**config.mk**
```make
export PLATFORM = sky130hd
export DESIGN_NAME = regfile_wb_ctrl
export DESIGN_NICKNAME = d
export VERILOG_FILES = /design/src/rtl/rv_pkg.sv /design/src/rtl/reg_scoreboard.sv /design/src/rtl/regfile_wb_ctrl.sv
export SDC_FILE = /design/constraint.sdc
export NUM_CORES = 1
export LEC_CHECK = 0
export CELL_PAD_IN_SITES_DETAIL_PLACEMENT = 0
export CELL_PAD_IN_SITES_GLOBAL_PLACEMENT = 1
export CORE_MARGIN = 2
export CORE_UTILIZATION = 39
export DETAILED_ROUTE_END_ITERATION = 8
export PLACE_DENSITY = 0.83
export SETUP_SLACK_MARGIN = 0.15
export SKIP_CTS_REPAIR_TIMING = 1
export SYNTH_ARGS = -nofsm -noshare
export SYNTH_HDL_FRONTEND = slang
export SYNTH_SLANG_ARGS = --single-unit
```
**constraint.sdc**
```tcl
create_clock -name clk -period 7.75 [get_ports clk]
set_input_delay 1.1625 -clock clk [delete_from_list [all_inputs] [get_ports clk]]
set_output_delay 1.1625 -clock clk [all_outputs]
set_load 0.005 [all_outputs]
```
**src/rtl/rv_pkg.sv**
```systemverilog
// Shared constants and types for the integer register-file write-back path.
package rv_pkg;

    localparam int XLEN     = 32;
    localparam int REG_AW   = 5;
    localparam int NUM_REGS = 32;

    typedef enum logic {
        GNT_ALU = 1'b0,
        GNT_LSU = 1'b1
    } grant_e;

endpackage

```
**src/rtl/reg_scoreboard.sv**
```systemverilog
// Per-register busy scoreboard: marks destinations pending at issue, clears them on write-back.
module reg_scoreboard #(
    parameter int REG_AW = 5
) (
    input  logic              clk,
    input  logic              rst,
    input  logic              issue_en,
    input  logic [REG_AW-1:0] issue_dest,
    input  logic              wr_en,
    input  logic [REG_AW-1:0] wr_dest,
    input  logic [REG_AW-1:0] chk_addr_1,
    input  logic [REG_AW-1:0] chk_addr_2,
    output logic              chk_busy_1,
    output logic              chk_busy_2,
    output logic [REG_AW:0]   busy_cnt
);

    localparam int NREG = 2 ** REG_AW;

    logic [NREG-1:0] busy_q, busy_d;
    logic [REG_AW:0] cnt_q, cnt_d;
    logic            set_v, clr_v, inc, dec;

    always_comb begin
        set_v  = issue_en && (issue_dest != '0);
        clr_v  = wr_en && (wr_dest != '0);
        busy_d = busy_q;
        if (clr_v) begin
            busy_d[wr_dest] = 1'b0;
        end
        // Set is applied after clear: a newly issued producer outranks the retiring one.
        if (set_v) begin
            busy_d[issue_dest] = 1'b1;
        end
        busy_d[0] = 1'b0;
        inc   = set_v && !busy_q[issue_dest];
        dec   = clr_v && busy_q[wr_dest] && !(set_v && (issue_dest == wr_dest));
        cnt_d = cnt_q + (REG_AW+1)'(inc) - (REG_AW+1)'(dec);
    end

    always_ff @(posedge clk or negedge rst) begin
        if (!rst) begin
            busy_q <= '0;
            cnt_q  <= '0;
        end else begin
            busy_q <= busy_d;
            cnt_q  <= cnt_d;
        end
    end

    assign chk_busy_1 = busy_q[chk_addr_1];
    assign chk_busy_2 = busy_q[chk_addr_2];
    assign busy_cnt   = cnt_q;

endmodule

```
**src/rtl/regfile_wb_ctrl.sv**
```systemverilog
// Round-robin arbiter for the register-file write port (ALU vs. LSU) with a
// registered write stage and a busy scoreboard for issue-stage stalls.
module regfile_wb_ctrl #(
    parameter int XLEN   = 32,
    parameter int REG_AW = 5
) (
    input  logic              clk,
    input  logic              rst,
    input  logic              alu_valid,
    output logic              alu_ready,
    input  logic [REG_AW-1:0] alu_dest,
    input  logic [XLEN-1:0]   alu_data,
    input  logic              lsu_valid,
    output logic              lsu_ready,
    input  logic [REG_AW-1:0] lsu_dest,
    input  logic [XLEN-1:0]   lsu_data,
    input  logic              issue_en,
    input  logic [REG_AW-1:0] issue_dest,
    input  logic [REG_AW-1:0] chk_addr_1,
    input  logic [REG_AW-1:0] chk_addr_2,
    output logic              chk_busy_1,
    output logic              chk_busy_2,
    output logic [5:0]        busy_cnt,
    output logic              reg_write_en,
    output logic [REG_AW-1:0] reg_write_dest,
    output logic [XLEN-1:0]   reg_write_data
);

    import rv_pkg::*;

    grant_e            last_grant_q, last_grant_d;
    logic              wr_en_q, wr_en_d;
    logic [REG_AW-1:0] wr_dest_q, wr_dest_d;
    logic [XLEN-1:0]   wr_data_q, wr_data_d;
    logic [REG_AW:0]   cnt;

    // On a tie, the side that did not win the previous accept gets the port.
    always_comb begin
        alu_ready    = alu_valid && (!lsu_valid || (last_grant_q == GNT_LSU));
        lsu_ready    = lsu_valid && (!alu_valid || (last_grant_q == GNT_ALU));
        last_grant_d = last_grant_q;
        wr_en_d      = 1'b0;
        wr_dest_d    = wr_dest_q;
        wr_data_d    = wr_data_q;
        if (alu_ready) begin
            last_grant_d = GNT_ALU;
            wr_dest_d    = alu_dest;
            wr_data_d    = alu_data;
            wr_en_d      = (alu_dest != '0);
        end else if (lsu_ready) begin
            last_grant_d = GNT_LSU;
            wr_dest_d    = lsu_dest;
            wr_data_d    = lsu_data;
            wr_en_d      = (lsu_dest != '0);
        end
    end

    always_ff @(posedge clk or negedge rst) begin
        if (!rst) begin
            last_grant_q <= GNT_LSU;
            wr_en_q      <= 1'b0;
            wr_dest_q    <= '0;
            wr_data_q    <= '0;
        end else begin
            last_grant_q <= last_grant_d;
            wr_en_q      <= wr_en_d;
            wr_dest_q    <= wr_dest_d;
            wr_data_q    <= wr_data_d;
        end
    end

    reg_scoreboard #(
        .REG_AW(REG_AW)
    ) u_scoreboard (
        .clk        (clk),
        .rst        (rst),
        .issue_en   (issue_en),
        .issue_dest (issue_dest),
        .wr_en      (wr_en_q),
        .wr_dest    (wr_dest_q),
        .chk_addr_1 (chk_addr_1),
        .chk_addr_2 (chk_addr_2),
        .chk_busy_1 (chk_busy_1),
        .chk_busy_2 (chk_busy_2),
        .busy_cnt   (cnt)
    );

    assign busy_cnt       = 6'(cnt);
    assign reg_write_en   = wr_en_q;
    assign reg_write_dest = wr_dest_q;
    assign reg_write_data = wr_data_q;

endmodule
```
* After elaboration in Yosys (flattened, before gate mapping) *
Cells that the tools add are included.

word-level totals
  flip-flop bits (word level) = 76
  output and inout bits = 48
  input port bits = 94
  word-level logic and storage cells = 62

operators by class
  reduce and logical (&&, ||, !) cells = 21
  eq/ne operators = 1
  multiplexer cells = 22
  $add $sub $neg = 2
  bitwise operators = 4
  $lt $le $gt $ge = 6

operator list
  kind                                                                    number
  32-bit two-way mux                                                      4
  32-bit AND                                                              1
  32-bit inverter                                                         1
  32-bit bitwise OR                                                       1
  5-bit by 6-bit < comparator with 1-bit output (second input constant)   4
  1-bit binary-select mux with 5-bit select                               4
  5-bit nonzero test                                                      4
  1-bit demux with 5-bit select                                           2
  5-bit by 1-bit >= comparator with 1-bit output (second input constant)  2
  1-bit logical AND                                                       10
  1-bit two-way mux                                                       10
  5-bit two-way mux                                                       2
  6-bit by 1-bit adder with 6-bit output                                  1
  6-bit by 1-bit subtractor with 6-bit output                             1
  5-bit equality test                                                     1
  1-bit logical NOT                                                       4
  1-bit logical OR                                                        2
  2-bit nonzero test                                                      1
  1-bit inverter                                                          1

* Longest topological paths before layout *
Gate-level depths: netlist of the first run.

  depth after elaboration = 9
  depth in mapped cells = 14

* Hierarchy *
A second synthesis of the first run with hierarchy kept.

unflattened totals
  cell total of the unflattened synthesis = 494
  area, all modules = 4987.3 um2

modules (own cells, without submodules)
  module           cells an instance  seq. area each (um2)  times used  area each (um2)
  reg_scoreboard   274                925.9                 1           2772.7
  regfile_wb_ctrl  220                977.2                 1           2214.6

* Worst setup path before layout of the first run *
Ideal clock, no wire load.

  kind = input to register
  from = input issue_dest[0]
  to = register u_scoreboard.cnt_q[5], in the netlist u_scoreboard.busy_cnt[5]
  stages = 14
  path buffers = 3
  setup slack = 3913 ps
  arrival = 3751 ps
  required time = 7663 ps
  path through = buf_2 -> buf_2 -> or2_2 -> buf_2 -> o21ai_1 -> o311ai_0 -> a21oi_1 -> ha_1 -> inv_1 -> ha_1 -> a21o_1 -> a21o_1 -> a2111o_1 -> o211ai_1

on the way
  longest elaborated chain between the ends = 6
  elaborated cells on any way between the ends = 12
  those cells by class = 2 x add/sub; 1 x eq/ne; 2 x mux; 7 x reduce/logical

RTL lines
  what                                                                             RTL line                                    RTL
  start, declared                                                                  regfile_wb_ctrl.sv:18                       input logic [REG_AW-1:0] issue_dest,
  1-bit binary-select mux with 5-bit select or 5-bit nonzero test (tied branches)  reg_scoreboard.sv:36, reg_scoreboard.sv:25
  1-bit two-way mux (not written as such) or 1-bit logical AND (tied branches)     reg_scoreboard.sv:36, reg_scoreboard.sv:25
  1-bit logical NOT or 1-bit logical AND (tied branches)                           reg_scoreboard.sv:36, reg_scoreboard.sv:37
  1-bit logical AND or 1-bit logical NOT (tied branches)                           reg_scoreboard.sv:36, reg_scoreboard.sv:37
  6-bit by 1-bit adder with 6-bit output or 1-bit logical AND (tied branches)      reg_scoreboard.sv:38, reg_scoreboard.sv:37
  6-bit by 1-bit subtractor with 6-bit output *                                    reg_scoreboard.sv:38                        cnt_d = cnt_q + (REG_AW+1)'(inc) - (REG_AW+1)'(dec);
  via u_scoreboard.cnt_d[5]                                                        reg_scoreboard.sv:21                        logic [REG_AW:0] cnt_q, cnt_d;
  end signal, assigned                                                             reg_scoreboard.sv:47                        cnt_q <= cnt_d;
  end, declared                                                                    reg_scoreboard.sv:21

Mark *: on every way through the listed nets, which the timed path passes. The rest lies on a longest branch. The select of a mux whose other input is x is not followed.
A chain may end at the register's enable or synchronous reset.

* Worst setup path in the final report of the first run *
  from = input chk_addr_1[0]
  to = output chk_busy_1

on the way
  longest elaborated chain between the ends = 2

RTL lines
  what                                       RTL line               RTL
  start, declared                            regfile_wb_ctrl.sv:19  input logic [REG_AW-1:0] chk_addr_1,
  1-bit binary-select mux with 5-bit select  reg_scoreboard.sv:51   assign chk_busy_1 = busy_q[chk_addr_1];
  1-bit two-way mux (not written as such)    reg_scoreboard.sv:51
  end, declared                              regfile_wb_ctrl.sv:21  output logic chk_busy_1,

Every way passes these cells. The select of a mux whose other input is x is not followed.

==> metrics.txt, run 1 <==
final hold viol count 0; Post-synth top cells 75 x dfrtp_1, 61 x o21ai_0, 44 x inv_1; largest net degree at the start of global routing 105; Synth Cell Area 4860 um2; starting density of the core 40.1%; RSZ-0062 raised after global routing no; post-synthesis sequential area ratio 39.1%; Crit path arrival time 3.76 ns; Worst Path Buf+Inv 2; routed wire length 15600 um; setup_tns 0 ns; Longest Clk Path Bufs 2; crit path kind input pin to output port; GRT Resource Usage Total 24.0%; area grow syn2layout 36.9%; peak supply drop 0.0941 mV; dpl cell area 6330 um2; CTS root buffer clkbuf_16; EDFF count, synth 0; HPWL Detailed 11000 um; antenna violations before repair 0; Num CTS Buffers 9; top_reg_cell synth dfrtp_1; outcome finished clean; CTS tree yes; placer congestion estimate 0.978; Syn Area/Cell 9.46 um2; Clock H-tree levels 3; leak pwr 0.00264 uW; IO Count 142; Worst-path clk slew 0.06 ns; leading area contributor after synthesis dfrtp_1; clock skew 0.00755 ns; Cells after Synth 514; share of flip-flops with an asynchronous set or reset 100%; diodes inserted 0; row count 40; Pins Over Slew Limit 0; # setup viols final 0; drt pass-1 iters 5; grt ovf 0; Die H 116 um; final net count 728; Clock Sinks 76; top-count cell post-synth dfrtp_1; wire length of the first global-routing pass 25000 um; vias per cell 5.92; crit-path max cell delay 0.81 ns; actual slew at the worst max-slew pin 0.983 ns; minimum clock period 4.92 ns; Max Cap Viol 0; Tcrit/Tclk final 63.5%; Final ANT Viol Nets 0; Req. time, crit path 6.59 ns; synthesized flop and latch total 76; syn nets 615; crit-path leading delay family multiplexers; share of post-route cells with drive strength above 1 9.81%; Max FO, Critical Path 8; pwr dens 280 nW/um2; Fmax 203 MHz; finished layout cell area 6660 um2; Slew HR 34.5%; CORE AREA 12100 um2; Slowest-stage cell, CP clkdlybuf4s50_1; Vias 4732; Critical Path End Type output port; DR iter-0 viols 283; CP Launch Type input pin; CP Cell Sequence clkdlybuf4s50_1 -> mux4_2 -> mux4_2 -> mux2_2 -> clkdlybuf4s50_1; register-to-register path setup slack 4.17 ns; Die Span X 116 um; Yosys top cell area share 38.6%; Synth cell types 46; top cells by area, synth dfrtp_1 39%, mux4_2 13%, o21ai_0 6.3%; full die area 13400 um2; worst min-delay path category register to register; drt drc 0; YS warnings 0; wire length per cell 19.5 um; fill cell count 1125; clk_lat worst skew 0.33 ns; IO Port Bufs 141; vias in the first global route 4943
[state kept, by name, summed over array words and instances, names as in the netlist]
| register | count |
|---|---|
| reg_write_data | 32 |
| u_scoreboard.busy_q | 31 |
| u_scoreboard.busy_cnt | 6 |
| reg_write_dest | 5 |
| last_grant_q | 1 |
| reg_write_en | 1 |
[per-stage QoR]
stage	cells	hold slack [ns]	total power (uW)	utilization (%)	setup slack, ns
5_1_grt	800	0.641	1980	54.9	2.71
4_1_cts	800	0.598	1870	54.9	2.80
2_1_floorplan	514	0.517	1090	-	3.91
6_report	800	0.611	1860	54.9	2.83
3_5_place_dp	784	0.582	1400	52.3	2.80
3_3_place_gp	784	0.594	1370	52.3	2.88
[final timing paths]
check,from,endpoint,depth (start not counted)
max in group asynchronous,rst,reg_write_data[24]$_DFFE_PN0P_,1
setup reg to reg,reg_write_dest[1]$_DFFE_PN0P_,u_scoreboard.busy_cnt[5]$_DFF_PN0_,11
min in group asynchronous,rst,u_scoreboard.busy_q[30]$_DFF_PN0_,1
hold reg to reg,u_scoreboard.busy_q[22]$_DFF_PN0_,u_scoreboard.busy_q[22]$_DFF_PN0_,2
hold / removal,u_scoreboard.busy_q[22]$_DFF_PN0_,u_scoreboard.busy_q[22]$_DFF_PN0_,2
setup / recovery,chk_addr_1[0],chk_busy_1,5
[layer usage]
metal  wire length (um)  global-route usage (%)  part of all wire (%)
met5                  0                       0                     0
met4                333                    9.92                   2.1
met3               1750                    9.73                    11
met2               7310                    37.6                    47
met1               6220                    29.5                    40
[kinds of logic (layout without fill, tap and decap cells)]
family,Yosys count,after routing,share of synthesized area [%]
and+or+nand+nor,97,97,9.55
xor gates and xnor gates,9,9,1.62
DFF,76,76,39.1
AOI/OAI and AO/OA,190,190,23.2
muxes,49,49,17.6
adders and majority gates,7,7,1.96
buffers and inverters,86,204,6.87
[final cells by class]
cell class	count	area (um2)	area share, %
Tap cell	168	210	3.16
Multi-Input combinational cell	352	2630	39.4
Timing Repair Buffer	144	1430	21.4
Clock inverter	6	86.3	1.30
Clock buffer	10	239	3.59
Inverter	44	165	2.48
Sequential cell	76	1900	28.6
[power breakdown]
part	switching, uW	total (uW)	leakage, uW	internal [uW]
clock network	167	458	0.000159	291
registers	190	714	0.000855	524
logic	279	691	0.00163	413
total	636	1860	0.00264	1230
[tightest hold or removal path, cell delays in order, from the launching register on]
cell and delay (ns):
dfrtp_1 0.40, o21ai_0 0.10, o21ai_0 0.07
[cell usage in the layout (no fill, tap or decap), types with 7 or more instances in the layout]
| master | count |
|---|---|
| o21ai_0 | 61 |
| nand2_1 | 23 |
| o22ai_1 | 32 |
| a31oi_1 | 32 |
| inv_1 | 44 |
| clkbuf_16 | 9 |
| mux4_2 | 29 |
| nand2b_1 | 7 |
| a21oi_1 | 38 |
| nor2_1 | 37 |
| clkdlybuf4s50_1 | 139 |
| mux2i_1 | 17 |
| dfrtp_1 | 75 |
No activity file was read; power rests on OpenSTA's default activity.
==> inputs of run 2 (changes only) <==
- CORE_UTILIZATION: 39 -> 36
- PLACE_DENSITY: 0.83 -> 0.77
- clock period: 7.75 -> 4.55 ns (I/O delays scaled with it)
==> run 2 against run 1 <==
Worst setup slack got worse by 2.2 ns. Count of clock-buffer cells in the layout rose by 2. Total power grew 71%. Wire length up 1.4%. Clock power grew 74%. Clock skew is 0.0012 ns lower. Highest routed layer unchanged.
==> metrics.txt, run 2 (synthesis gave the netlist of run 1 again) <==
drt drc 0 (unchanged); IO Port Bufs 141 (unchanged); Final ANT Viol Nets 0 (unchanged); Clock Sinks 76 (unchanged); WHS 0.497 ns (-0.114 ns); Fmax 255 MHz; clk_lat worst skew 0.34 ns (about the same); reg2reg end u_scoreboard.busy_cnt[4]$_DFF_PN0_; register-to-register path setup slack 1.18 ns (-2.99 ns); pwr dens 474 nW/um2 (+69%); CP Cell Sequence clkdlybuf4s50_1 -> mux4_2 -> mux4_2 -> mux2_2 -> clkdlybuf4s50_1; vias per cell 5.77 (-2.4%); slack of the critical path 0.624 ns (-2.21 ns); crit-path max cell delay 0.79 ns (-0.02 ns); actual slew at the worst max-slew pin 1.03 ns (+0.0467 ns); vias in the first global route 4742 (-4.1%); Pins Over Slew Limit 0 (unchanged); CTS root buffer clkbuf_16; Num CTS Buffers 9 (unchanged); final net count 732 (+0.55%); HPWL Detailed 11200 um (+1.7%); Sw Share 33.7% (-0.47 points); grt ovf 0 (unchanged); Die H 120 um (+3.9%); diodes inserted 0 (unchanged); Max Cap Viol 0 (unchanged); Slowest-stage cell, CP clkdlybuf4s50_1; minimum clock period 3.93 ns; RSZ-0062 raised after global routing no; Largest register FFs 32 (unchanged); setup_tns 0 ns (unchanged); internal power 2110 uW (+72%); commonest non-fill, non-tap cells in the layout 139 x clkdlybuf4s50_1, 75 x dfrtp_1, 61 x o21ai_0; row count 42 (+5.0%); crit path kind input pin to output port; worst reg2reg startpoint reg_write_dest[0]$_DFFE_PN0P_; Worst Path Buf+Inv 2 (unchanged); wire length per cell 19.5 um (about the same); full die area 14500 um2 (+8.0%); peak supply drop 0.174 mV (+85%); Clock H-tree levels 3 (unchanged); largest net degree at the start of global routing 88 (-16%); DR iter-0 viols 364 (+29%); finished layout cell area 6700 um2 (+0.66%); dpl cell area 6370 um2 (+0.63%); Longest Clk Path Bufs 2 (unchanged); # setup viols final 0 (unchanged); Req. time, crit path 3.87 ns (-2.72 ns); starting density of the core 36.9% (-3.3 points); combinational fraction of design power 37.3% (+0.2 points); Psw 1070 uW (+68%); CORE AREA 13200 um2 (+8.9%); leak pwr 0.00266 uW (+0.72%); Die Span X 120 um (+3.9%); pre-CTS WS 0.546 ns (-2.26 ns); share of post-route cells with drive strength above 1 10.2% (+0.41 points); wire length of the first global-routing pass 25400 um (+1.8%); Max FO, Critical Path 8 (unchanged); Worst-path clk slew 0.06 ns (about the same); outcome finished clean; Tcrit/Tclk final 86.3%; CP Launch Type input pin; antenna violations before repair 0 (unchanged); crit-path leading delay family multiplexers; r2r worst-path depth 11 (unchanged); final hold viol count 0 (unchanged); Slew HR 31.4% (-3.1 points); most common cell after layout, fill and taps aside clkdlybuf4s50_1; drt pass-1 iters 5 (unchanged); Crit path arrival time 3.24 ns (-0.52 ns); crit path from chk_addr_1[0]; Critical Path End Type output port; Vias 4688 (-0.93%); Flop pwr share 37.7% (-0.6 points); worst min-delay path category input pin to asynchronous set/reset pin; routed wire length 15800 um (+1.4%); Core Util, Final 50.8% (-4.2 points); IO Count 142 (unchanged); placer congestion estimate 0.972 (-0.61%); GRT Resource Usage Total 22.6% (-1.4 points); area grow syn2layout 37.8%; clock skew 0.00632 ns (-0.00123 ns); Clk network pwr share 25.1% (+0.5 points); CTS tree yes
run 2: cell count changes in the layout (fill, tap and decap cells not counted):
cell      previous run  this run
inv_6                1         0
buf_4                4         8
clkbuf_8             1         2
clkbuf_1             0         1
clkinv_2             2         1
run 2: final cells by class:
| class | count | area [um2] |
|---|---|---|
| Inverter | 44 | 165 |
| Fill cell | 1232 | 6490 |
| Clock buffer | 12 | 256 |
| Clock inverter | 4 | 72.6 |
| Sequential cell | 76 | 1900 |
| Timing Repair Buffer | 148 | 1460 |
| Multi-Input combinational cell | 352 | 2630 |
| Tap cell | 176 | 220 |
run 2: layer usage:
metal | GRT usage [%] | vias to the layer above | wire [um]
met5 | 0 | - | 0
met4 | 8.65 | 0 | 433
met3 | 7.92 | 35 | 1770
met2 | 35.3 | 254 | 7310
met1 | 28.9 | 2251 | 6330
li1 | - | 2148 | -
run 2: power by group through the flow:
stage	sequential, uW	combinational [uW]	clock [uW]
finish	1200	1180	796
global route	1230	1310	847
CTS	1180	1190	817
detailed placement	1190	1180	0
global placement	1180	1150	0
floorplan	1060	789	0
run 2: worst max path at each step:
| stage | end | cells after the start | slack [ns] |
|---|---|---|---|
| after floorplan | u_scoreboard.busy_cnt[5]$_DFF_PN0_ | 14 | 1.19 |
| after global placement | chk_busy_2 | 5 | 0.66 |
| after detailed placement | u_scoreboard.busy_cnt[5]$_DFF_PN0_ | 12 | 0.55 |
| after CTS | chk_busy_1 | 5 | 0.60 |
| after global routing | chk_busy_2 | 5 | 0.51 |
| final | chk_busy_1 | 5 | 0.62 |
run 2: worst reg2reg max path: stages (launching register included):
cell,delay [ns]
dfrtp_1,0.75
mux4_2,0.59
and3_1,0.19
a211oi_1,0.23
a21oi_1,0.12
ha_1,0.29
inv_1,0.04
ha_1,0.21
fa_1,0.40
a21o_1,0.17
a21oi_1,0.17
xnor2_1,0.13
run 2: per-stage QoR:
step / power, uW / std cells
2_1_floorplan: 1850 / 514
3_3_place_gp: 2330 / 796
3_5_place_dp: 2380 / 796
4_1_cts: 3190 / 812
5_1_grt: 3390 / 812
6_report: 3180 / 812
